<file path="src/rtl/peri_bus_bridge_if.sv">
// Bus bundle between the core peripheral port, the bridge and its N_SLAVES devices.
// master: the core plus slave devices (environment side); slave: the bridge itself.
interface peri_bus_bridge_if #(
    parameter int N_SLAVES = 4
);
    // Master side of the peripheral port
    logic [31:0]             peri_addr;
    logic [31:0]             peri_wdata;
    logic [3:0]              peri_wmask;
    logic                    peri_wen;
    logic                    peri_ren;
    logic [31:0]             peri_rdata;
    logic                    peri_ready;
    logic                    peri_err;

    // Shared slave bus with one-hot select
    logic [N_SLAVES-1:0]     s_sel;
    logic [31:0]             s_addr;
    logic [31:0]             s_wdata;
    logic [3:0]              s_wstrb;
    logic                    s_wen;
    logic                    s_ren;
    logic [32*N_SLAVES-1:0]  s_rdata;
    logic [N_SLAVES-1:0]     s_ready;

    // Current bridge FSM state (0 IDLE, 1 ACCESS, 2 RESP) for observation
    logic [1:0]              dbg_state;

    // Handshake: a request (peri_wen or peri_ren) is held until the one-cycle
    // peri_ready pulse; peri_rdata/peri_err are valid only in that cycle. Each
    // slave answers its strobe with exactly one s_ready cycle while selected.
    modport master (
        output peri_addr, peri_wdata, peri_wmask, peri_wen, peri_ren,
        output s_rdata, s_ready,
        input  peri_rdata, peri_ready, peri_err,
        input  s_sel, s_addr, s_wdata, s_wstrb, s_wen, s_ren, dbg_state
    );

    modport slave (
        input  peri_addr, peri_wdata, peri_wmask, peri_wen, peri_ren,
        input  s_rdata, s_ready,
        output peri_rdata, peri_ready, peri_err,
        output s_sel, s_addr, s_wdata, s_wstrb, s_wen, s_ren, dbg_state
    );
endinterface

</file>
<file path="src/rtl/peri_bus_bridge.sv">
// Peripheral bridge: one master port to N_SLAVES region-decoded slaves with wait states,
// timeout and bus-error response. Optional error-address capture: PERI_ERR_CAPTURE_EN.
module peri_bus_bridge #(
    parameter int          N_SLAVES    = 4,
    parameter int          BASE_REGION = 3,
    parameter int          TIMEOUT     = 255,
    parameter logic [31:0] ERR_RDATA   = 32'h0000_0000
) (
    input  logic               clk,
    input  logic               rst,
`ifdef PERI_ERR_CAPTURE_EN
    output logic [31:0]        err_addr,
    input  logic               err_clr,
`endif
    peri_bus_bridge_if.slave   bus
);

    typedef enum logic [1:0] {
        IDLE   = 2'd0,
        ACCESS = 2'd1,
        RESP   = 2'd2
    } state_t;

    localparam logic [3:0]  BASE4       = 4'(BASE_REGION);
    localparam logic [4:0]  NSLV5       = 5'(N_SLAVES);
    localparam logic [15:0] TIMEOUT_CNT = 16'(TIMEOUT);

    state_t       state_q, state_d;
    logic [27:0]  addr_q, addr_d;
    logic [31:0]  wdata_q, wdata_d;
    logic [3:0]   wmask_q, wmask_d;
    logic         write_q, write_d;
    logic [3:0]   idx_q, idx_d;
    logic [15:0]  cnt_q, cnt_d;
    logic [31:0]  rdata_q, rdata_d;
    logic         err_q, err_d;

    logic [3:0]   req_idx;
    logic [31:0]  sel_rdata;
    logic         sel_ready;

    // Region wraps in 4 bits, so regions below BASE_REGION land on large indices.
    assign req_idx = bus.peri_addr[31:28] - BASE4;

    always_comb begin
        sel_rdata = '0;
        sel_ready = 1'b0;
        for (int i = 0; i < N_SLAVES; i++) begin
            if (idx_q == 4'(i)) begin
                sel_rdata = bus.s_rdata[i*32 +: 32];
                sel_ready = bus.s_ready[i];
            end
        end
    end

    always_comb begin
        state_d = state_q;
        addr_d  = addr_q;
        wdata_d = wdata_q;
        wmask_d = wmask_q;
        write_d = write_q;
        idx_d   = idx_q;
        cnt_d   = cnt_q;
        rdata_d = rdata_q;
        err_d   = err_q;
        unique case (state_q)
            IDLE: begin
                cnt_d = '0;
                if (bus.peri_wen || bus.peri_ren) begin
                    addr_d  = bus.peri_addr[27:0];
                    wdata_d = bus.peri_wdata;
                    wmask_d = bus.peri_wmask;
                    write_d = bus.peri_wen;
                    idx_d   = req_idx;
                    err_d   = 1'b0;
                    // Write wins over a simultaneous read; an empty mask makes it a no-op.
                    if (bus.peri_wen && (bus.peri_wmask == 4'b0000)) begin
                        state_d = RESP;
                    end else if ({1'b0, req_idx} < NSLV5) begin
                        state_d = ACCESS;
                    end else begin
                        err_d   = 1'b1;
                        rdata_d = ERR_RDATA;
                        state_d = RESP;
                    end
                end
            end
            ACCESS: begin
                cnt_d = cnt_q + 16'd1;
                if (sel_ready) begin
                    if (!write_q) begin
                        rdata_d = sel_rdata;
                    end
                    err_d   = 1'b0;
                    state_d = RESP;
                end else if (cnt_d == TIMEOUT_CNT) begin
                    err_d   = 1'b1;
                    rdata_d = ERR_RDATA;
                    state_d = RESP;
                end
            end
            RESP: begin
                cnt_d   = '0;
                state_d = IDLE;
            end
            default: begin
                state_d = IDLE;
            end
        endcase
    end

    always_ff @(posedge clk) begin
        if (rst) begin
            state_q <= IDLE;
            addr_q  <= '0;
            wdata_q <= '0;
            wmask_q <= '0;
            write_q <= 1'b0;
            idx_q   <= '0;
            cnt_q   <= '0;
            rdata_q <= '0;
            err_q   <= 1'b0;
        end else begin
            state_q <= state_d;
            addr_q  <= addr_d;
            wdata_q <= wdata_d;
            wmask_q <= wmask_d;
            write_q <= write_d;
            idx_q   <= idx_d;
            cnt_q   <= cnt_d;
            rdata_q <= rdata_d;
            err_q   <= err_d;
        end
    end

    // Slave strobes exist only in ACCESS; address/data buses hold the last latched values.
    always_comb begin
        bus.s_sel = '0;
        if (state_q == ACCESS) begin
            for (int i = 0; i < N_SLAVES; i++) begin
                bus.s_sel[i] = (idx_q == 4'(i));
            end
        end
    end

    assign bus.s_wen      = (state_q == ACCESS) && write_q;
    assign bus.s_ren      = (state_q == ACCESS) && !write_q;
    assign bus.s_addr     = {4'h0, addr_q};
    assign bus.s_wdata    = wdata_q;
    assign bus.s_wstrb    = wmask_q;
    assign bus.peri_ready = (state_q == RESP);
    assign bus.peri_err   = (state_q == RESP) && err_q;
    assign bus.peri_rdata = rdata_q;
    assign bus.dbg_state  = state_q;

`ifdef PERI_ERR_CAPTURE_EN
    logic         err_event;
    logic [31:0]  err_src;
    logic         err_valid_q;
    logic [31:0]  err_addr_q;

    // A timeout rebuilds the full address from the latched slave index.
    assign err_event = (state_q != RESP) && (state_d == RESP) && err_d;
    assign err_src   = (state_q == IDLE) ? bus.peri_addr : {idx_q + BASE4, addr_q};

    always_ff @(posedge clk) begin
        if (rst) begin
            err_valid_q <= 1'b0;
            err_addr_q  <= '0;
        end else if (err_event && (!err_valid_q || err_clr)) begin
            err_valid_q <= 1'b1;
            err_addr_q  <= err_src;
        end else if (err_clr) begin
            err_valid_q <= 1'b0;
            err_addr_q  <= '0;
        end
    end

    assign err_addr = err_addr_q;
`endif

endmodule
</file>
<file path="src/flat_wrapper.sv">
// flat-port wrapper written by rule: the top's interface ports become plain ports
module peri_bus_bridge_flat 
#(
    parameter int          N_SLAVES    = 4,
    parameter int          BASE_REGION = 3,
    parameter int          TIMEOUT     = 255,
    parameter logic [31:0] ERR_RDATA   = 32'h0000_0000
)
  (clk, rst, bus_peri_addr, bus_peri_wdata, bus_peri_wmask, bus_peri_wen, bus_peri_ren, bus_s_rdata, bus_s_ready, bus_peri_rdata, bus_peri_ready, bus_peri_err, bus_s_sel, bus_s_addr, bus_s_wdata, bus_s_wstrb, bus_s_wen, bus_s_ren, bus_dbg_state);
  peri_bus_bridge_if #(.N_SLAVES(N_SLAVES)) bus_i ();
  input  logic clk;
  input  logic rst;
  input wire logic [$bits(bus_i.peri_addr)-1:0] bus_peri_addr;
  input wire logic [$bits(bus_i.peri_wdata)-1:0] bus_peri_wdata;
  input wire logic [$bits(bus_i.peri_wmask)-1:0] bus_peri_wmask;
  input wire logic [$bits(bus_i.peri_wen)-1:0] bus_peri_wen;
  input wire logic [$bits(bus_i.peri_ren)-1:0] bus_peri_ren;
  input wire logic [$bits(bus_i.s_rdata)-1:0] bus_s_rdata;
  input wire logic [$bits(bus_i.s_ready)-1:0] bus_s_ready;
  output wire logic [$bits(bus_i.peri_rdata)-1:0] bus_peri_rdata;
  output wire logic [$bits(bus_i.peri_ready)-1:0] bus_peri_ready;
  output wire logic [$bits(bus_i.peri_err)-1:0] bus_peri_err;
  output wire logic [$bits(bus_i.s_sel)-1:0] bus_s_sel;
  output wire logic [$bits(bus_i.s_addr)-1:0] bus_s_addr;
  output wire logic [$bits(bus_i.s_wdata)-1:0] bus_s_wdata;
  output wire logic [$bits(bus_i.s_wstrb)-1:0] bus_s_wstrb;
  output wire logic [$bits(bus_i.s_wen)-1:0] bus_s_wen;
  output wire logic [$bits(bus_i.s_ren)-1:0] bus_s_ren;
  output wire logic [$bits(bus_i.dbg_state)-1:0] bus_dbg_state;
  assign bus_i.peri_addr = bus_peri_addr;
  assign bus_i.peri_wdata = bus_peri_wdata;
  assign bus_i.peri_wmask = bus_peri_wmask;
  assign bus_i.peri_wen = bus_peri_wen;
  assign bus_i.peri_ren = bus_peri_ren;
  assign bus_i.s_rdata = bus_s_rdata;
  assign bus_i.s_ready = bus_s_ready;
  assign bus_peri_rdata = bus_i.peri_rdata;
  assign bus_peri_ready = bus_i.peri_ready;
  assign bus_peri_err = bus_i.peri_err;
  assign bus_s_sel = bus_i.s_sel;
  assign bus_s_addr = bus_i.s_addr;
  assign bus_s_wdata = bus_i.s_wdata;
  assign bus_s_wstrb = bus_i.s_wstrb;
  assign bus_s_wen = bus_i.s_wen;
  assign bus_s_ren = bus_i.s_ren;
  assign bus_dbg_state = bus_i.dbg_state;
  peri_bus_bridge #(.N_SLAVES(N_SLAVES), .BASE_REGION(BASE_REGION), .TIMEOUT(TIMEOUT), .ERR_RDATA(ERR_RDATA)) u_core (.clk(clk), .rst(rst), .bus(bus_i));
endmodule
</file>
<file path="config.mk">
export PLATFORM = sky130hd
export DESIGN_NAME = peri_bus_bridge_flat
export DESIGN_NICKNAME = d
export VERILOG_FILES = /design/src/rtl/peri_bus_bridge_if.sv /design/src/rtl/peri_bus_bridge.sv /design/src/flat_wrapper.sv
export SDC_FILE = /design/constraint.sdc
export NUM_CORES = 1
export LEC_CHECK = 0
export BUFFER_PORTS_ARGS = -buffer_cell sky130_fd_sc_hd__buf_2
export CORE_MARGIN = 10
export CORE_UTILIZATION = 41
export DETAILED_ROUTE_END_ITERATION = 8
export PLACE_DENSITY = 0.77
export SYNTH_ARGS = -nofsm -noshare
export SYNTH_HDL_FRONTEND = slang
export SYNTH_SLANG_ARGS = --single-unit
</file>
<file path="constraint.sdc">
create_clock -name clk -period 2.1 [get_ports clk]
set_input_delay 0.21 -clock clk [delete_from_list [all_inputs] [get_ports clk]]
set_output_delay 0.21 -clock clk [all_outputs]
set_load 0.01 [all_outputs]
</file>
==> summary.txt, run 1 <==
Power Dens Cells: 822.3 nW/um^2
CTS buffer count: 17
final setup margin: -93.42 ps
Placer Congestion: 0.9113
CP Capture Point: u_core.bus.peri_rdata[7]
most frequent cells in the layout: 308 x buf_2, 143 x nand2_1, 112 x dfxtp_1
synthesized instance count: 769
Critical Path Start: u_core.cnt_q[3]
Setup CP Type: register to register
synthesized cell area: 5983 um^2
Post-Route Setup TNS: -2158 ps
largest net degree at the start of global routing: 106
Synth Register Bits: 120
Final #Nets: 1280
Post-synth ARST share: 0%
register share of total power: 36.0%
Placement Rows: 44
first-pass iteration count of the detailed router: 4
GRT Total Usage: 21.24%
most common cell after layout, fill and taps aside: buf_2
antenna fix cells: 0
FF-to-FF Start: u_core.cnt_q[3]
Placed Cells: 1234
clk root buf: clkbuf_16
Arr. time, crit path: 2500 ps
Syn. warnings: 0
Finished Layout Cells: 1270
# setup viols final: 32
R2R depth: 7
antenna violations before repair: 3
DRC viols: 0
internal power: 0.004978 W
CP required: 2410 ps
post-synth cell types: 64
Hold WC Path Type: primary input to register
Net Sw Power: 0.002071 W
R2R Path End: u_core.bus.peri_rdata[7]
RSZ-0062 raised after global routing: yes
Clock Latency Late Sink: 420 ps
I/O Buffers: 309
hold buffers post-CTS: 0
H-tree Lvls: 4
Max Transition Viols Final: 0
Post-synth EDFFs: 0
Area growth syn-to-layout: 43.29%
failing checks: setup timing
grt ovf: 0
clk buf depth: 2
first-pass GRT wire length: 34490 um
max-cap check violation count: 0
Horiz. Die Dim: 140.8 um
Core Footprint: 14420 um^2
Final Hold Viols: 0
initial DRC count: 357
Vias: 6781
Avg Vias per Cell: 5.339
I/O pins: 314
final antenna-violating net count: 0
die area: 19820 um^2
post-synthesis sequential area ratio: 40.15%
Filler cells: 1297
worst-margin pin slew: 505.5 ps
status: complete, but fails checks
Avg Cell Area, Syn: 7.781 um^2
final core utilization: 59.44%
element type at the critical path end: register
CTS tree: done
WL final: 22920 um
Clock Sinks: 120
critical path peak fanout: 16
crit share post-route: 104.4%
Die Y: 140.8 um
DP HPWL: 17150 um
overall power: 0.007049 W
Setup crit start kind: register
Clk pin slew, worst setup/hold paths: 60 ps
Rel. slew slack: 66.30%
Register-to-Register Setup Slack: -90 ps
Initial Utilization: 41.48%
layout cell share with drive strength beyond 1: 38.67%
combinational power share: 22.5%
Max Clock Skew: 10.46 ps
static leakage: 3.789 nW
ys flop type: dfxtp_1
Hold Path Depth: 3
DR WL/cell: 18.05 um
Max VDD drop: 0.7026 mV
switch share: 29.38%
FMAX: 455.9 MHz
vias in the first global route: 6486
clock power share: 41.4%
fin crit period: 2193 ps
[cells in the mapped netlist (all sizes together) (2+ instances only)]
master,count,share of area (%)
a31oi,2,0.21
buf,14,1.8
nand2b,6,0.63
xor2,8,1.2
o22ai,17,1.8
nor2,99,6.2
and4,2,0.31
dfxtp,120,40
nor4,4,0.42
and3b,2,0.31
or2,3,0.36
and3,2,0.23
o221ai,30,4.4
o31ai,2,0.25
o32ai,2,0.29
a21oi,89,7.4
nand3,10,1.2
clkbuf,56,3.9
nand3b,2,0.25
nand4,4,0.42
o21ai,5,0.42
nor3,7,0.59
ha,3,0.63
nand2,144,9.0
inv,3,0.19
a211oi,70,9.2
nor3b,2,0.25
or3,2,0.21
xnor2,10,1.5
nor2b,22,2.3
and2,6,0.63
[layer usage]
metal	GRT usage [%]	vias up	share of wire, %
li1	-	3331	-
met1	23.71	3124	39
met2	34.66	291	47
met3	11.22	29	12
met4	5.598	6	1.5
met5	0	-	0.14
[worst max-delay path, cell delays in order (launching register included)]
cell and delay (ps):
dfxtp_2 410, nand4_1 220, nor4_2 330, mux2_2 400
nand4_1 150, o21bai_4 130, buf_12 170, a211oi_1 260
[power by group through the flow]
stage / clock network [W] / registers, W / logic (W)
after floorplan: 0 / 0.00264 / 0.000870
after global placement: 0 / 0.00258 / 0.00155
after detailed placement: 0 / 0.00259 / 0.00157
after CTS: 0.00296 / 0.00254 / 0.00157
after global routing: 0.00306 / 0.00256 / 0.00176
final: 0.00292 / 0.00254 / 0.00159
[metrics by stage]
stage	setup slack, ps	hold slack, ps	instance area [um^2]
after global placement	-7.886	438.3	7839
after detailed placement	-46.47	443.0	7839
after floorplan	6.821	306.1	6015
after global routing	-150.3	22.63	8573
final	-93.42	24.68	8573
after CTS	-68.04	12.95	8451
[how the worst min path moves through the flow]
stage,startpoint,end,slack (ps)
detailed placement,u_core.bus.s_wdata[5],u_core.bus.s_wdata[5],440
global route,bus_peri_addr[4],u_core.addr_q[4],20
floorplan,bus_peri_addr[28],u_core.idx_q[0],310
global placement,u_core.bus.s_wdata[2],u_core.bus.s_wdata[2],440
finish,bus_peri_wdata[6],u_core.bus.s_wdata[6],20
CTS,bus_peri_wdata[5],u_core.bus.s_wdata[5],10
[state kept, by name (all words and copies together), names as in the netlist]
register and flops:
u_core.err_q 1, u_core.cnt_q 16, u_core.bus.s_wstrb 4, u_core.addr_q 28, u_core.idx_q 4, u_core.bus.dbg_state 2
u_core.bus.s_wdata 32, u_core.write_q 1, u_core.bus.peri_rdata 32
[final cells by class]
cell class / count / area (um^2) / share of cell area, %
multi-input combinational: 577 / 3321 / 38.73
clock buffer: 20 / 446.7 / 5.210
tap: 184 / 230.2 / 2.685
sequential: 120 / 2417 / 28.20
clock inverter: 12 / 151.4 / 1.766
timing repair buffer: 353 / 1992 / 23.23
inverter: 4 / 15.01 / 0.1751
[repair_timing]
| action | in CTS | in global routing |
|---|---|---|
| buffers inserted | 0 | 2 |
| hold endpoints to repair | 0 | 0 |
| resized for setup | 2 | 15 |
| setup endpoints to repair | 32 | 35 |
| cloned | 0 | 2 |
[cells by family after synthesis]
kind of cell	share of synthesized area, %
multiplexers	0.7319
XOR/XNOR	2.635
adder cells (fa/ha/maj)	0.6274
AO/OA/AOI/OAI	25.95
flip-flops	40.15
AND/OR/NAND/NOR	23.76
other	0.06268
buffers and inverters	6.085
Power figures use the tool's default switching activity.
==> run 2: changes to the inputs <==
--- a/config.mk
+++ b/config.mk
@@ -10,6 +10,7 @@
 export CORE_UTILIZATION = 41
 export DETAILED_ROUTE_END_ITERATION = 8
 export PLACE_DENSITY = 0.77
+export RECOVER_POWER = 25
 export SYNTH_ARGS = -nofsm -noshare
 export SYNTH_HDL_FRONTEND = slang
 export SYNTH_SLANG_ARGS = --single-unit
==> run 2 against run 1 <==
  * The run still ends with setup timing left
  * Non-clock buffer count unchanged
  * Die area is the same
  * Combinational power is essentially flat
  * Critical path depth unchanged
==> summary.txt, run 2 (synthesis gave the netlist of run 1 again) <==
met1 Use GR: 23.71% (unchanged)
Final #Nets: 1280 (unchanged)
initial DRC count: 418 (+17%)
most common cell after layout, fill and taps aside: buf_2
max-cap check violation count: 0 (unchanged)
vias in the first global route: 6486 (unchanged)
Rel. slew slack: 64.21% (-2.1 points)
Buf/Inv on CP: 1 (unchanged)
final hold slack: 25.76 ps (+1.083 ps)
fin crit period: 2186 ps (-7.520 ps)
Arr. time, crit path: 2490 ps (about the same)
failing checks: setup timing
Placement Rows: 44 (unchanged)
crit-path most repeated cell: nand4_1
Clock Sinks: 120 (unchanged)
CTS buffer count: 17 (unchanged)
Vias: 6759 (-0.32%)
Critical Path Start: u_core.cnt_q[3]
Clock Latency Late Sink: 420 ps (about the same)
Power Dens Cells: 825.1 nW/um^2 (+0.34%)
final setup margin: -85.90 ps (+7.520 ps)
final core utilization: 59.00% (-0.43 points)
die area: 19820 um^2 (unchanged)
CP max stage cell: dfxtp_2
DP HPWL: 17150 um (unchanged)
worst-margin pin slew: 536.8 ps (+31.28 ps)
FMAX: 457.5 MHz (+0.34%)
Clk pin slew, worst setup/hold paths: 60 ps (about the same)
most frequent cells in the layout: 261 x buf_2, 143 x nand2_1, 112 x dfxtp_1
WL final: 22870 um (-0.22%)
RSZ-0062 raised after global routing: yes
first-pass GRT wire length: 34490 um (unchanged)
critical path peak fanout: 16 (unchanged)
element type at the critical path end: register
Final Hold Viols: 0 (unchanged)
# setup viols final: 32 (unchanged)
Hold WC Path Type: primary input to register
I/O pins: 314 (unchanged)
slowest stage delay, CP: 410 ps (about the same)
Core Footprint: 14420 um^2 (unchanged)
clk root buf: clkbuf_16
DR WL/cell: 18.01 um (-0.22%)
GRT Total Usage: 21.24% (unchanged)
H-tree Lvls: 4 (unchanged)
static leakage: 3.596 nW (-5.1%)
Placer Congestion: 0.9113 (unchanged)
Area growth syn-to-layout: 42.24%
GRT busiest layer: met2
status: complete, but fails checks
I/O Buffers: 309 (unchanged)
Setup crit start kind: register
Initial Utilization: 41.48% (unchanged)
DRC viols: 0 (unchanged)
Die Y: 140.8 um (unchanged)
Max Clock Skew: 9.161 ps (-1.301 ps)
Finished Layout Cells: 1270 (unchanged)
Worst path top cell family by delay: simple AND/OR/NAND/NOR gates
final antenna-violating net count: 0 (unchanged)
layout cell share with drive strength beyond 1: 34.25% (-4.4 points)
hold_sp: bus_peri_wdata[6]
Max VDD drop: 0.7031 mV (about the same)
antenna violations before repair: 3 (unchanged)
clk buf depth: 2 (unchanged)
largest net degree at the start of global routing: 106 (unchanged)
antenna fix cells: 0 (unchanged)
hold buffers post-CTS: 0 (unchanged)
crit-path cells: nand4_1 -> nor4_2 -> mux2_2 -> nand4_1 -> o21bai_4 -> buf_12 -> a211oi_1
CTS tree: done
CP required: 2410 ps (about the same)
first-pass iteration count of the detailed router: 5 (+1)
crit share post-route: 104.1% (-0.36 points)
grt met3 use: 11.22% (unchanged)
grt ovf: 0 (unchanged)
Setup CP Type: register to register
Placed Cells: 1234 (unchanged)
Max Transition Viols Final: 0 (unchanged)
FF-to-FF Start: u_core.cnt_q[3]
Horiz. Die Dim: 140.8 um (unchanged)
Avg Vias per Cell: 5.322 (-0.32%)
met2 GRT Util: 34.66% (unchanged)
-- run 2: changes by cell type in the layout (fill, tap and decap cells not counted) --
cell      delta
clkbuf_1    +48
buf_2       -47
buf_4        -1
-- run 2: repair_timing --
| action | in CTS | in global routing |
|---|---|---|
| gates cloned | 0 | 2 |
| setup buffers | 0 | 2 |
| resized for setup | 2 | 15 |
| setup endpoints to repair | 32 | 35 |
| pin swaps | 0 | 0 |
-- run 2: tightest hold or removal path, cell delays in order --
cell and delay, ps:
buf_2 90, nand2_1 40, a21oi_1 50
-- run 2: stage by stage --
stage	total power [W]	setup WS [ps]	area, um^2	setup TNS [ps]
2_1_floorplan	0.003511	6.821	6015	0
3_3_place_gp	0.004124	-7.886	7839	-167.9
3_5_place_dp	0.004153	-46.47	7839	-1201
4_1_cts	0.007075	-68.04	8451	-1716
5_1_grt	0.007365	-150.3	8511	-4243
6_report	0.007022	-85.90	8511	-1969
-- run 2: layer usage --
| metal | up-vias | wire length (um) |
|---|---|---|
| li1 | 3326 | - |
| met3 | 28 | 2721 |
| met4 | 6 | 330 |
| met2 | 306 | 10870 |
| met1 | 3093 | 8918 |
| met5 | - | 33 |
-- run 2: layout make-up --
class / count / area, um^2
clock inverter: 12 / 151.4
fill: 1318 / 5913
inverter: 4 / 15.01
multi-input combinational: 577 / 3321
clock buffer: 20 / 446.7
timing repair buffer: 353 / 1929
tap: 184 / 230.2
sequential: 120 / 2417
-- run 2: worst paths after layout --
path	slack, ps	to	cells after the start
setup / recovery	-90	u_core.bus.peri_rdata[7]	7
hold / removal	30	u_core.bus.s_wdata[6]	3
setup reg to reg	-90	u_core.bus.peri_rdata[7]	7
hold reg to reg	450	u_core.addr_q[27]	2
-- run 2: power by group --
part	switching, W	internal (W)
registers	0.0000984	0.00244
logic	0.000939	0.000622
clock network	0.00103	0.00189
total	0.00207	0.00496
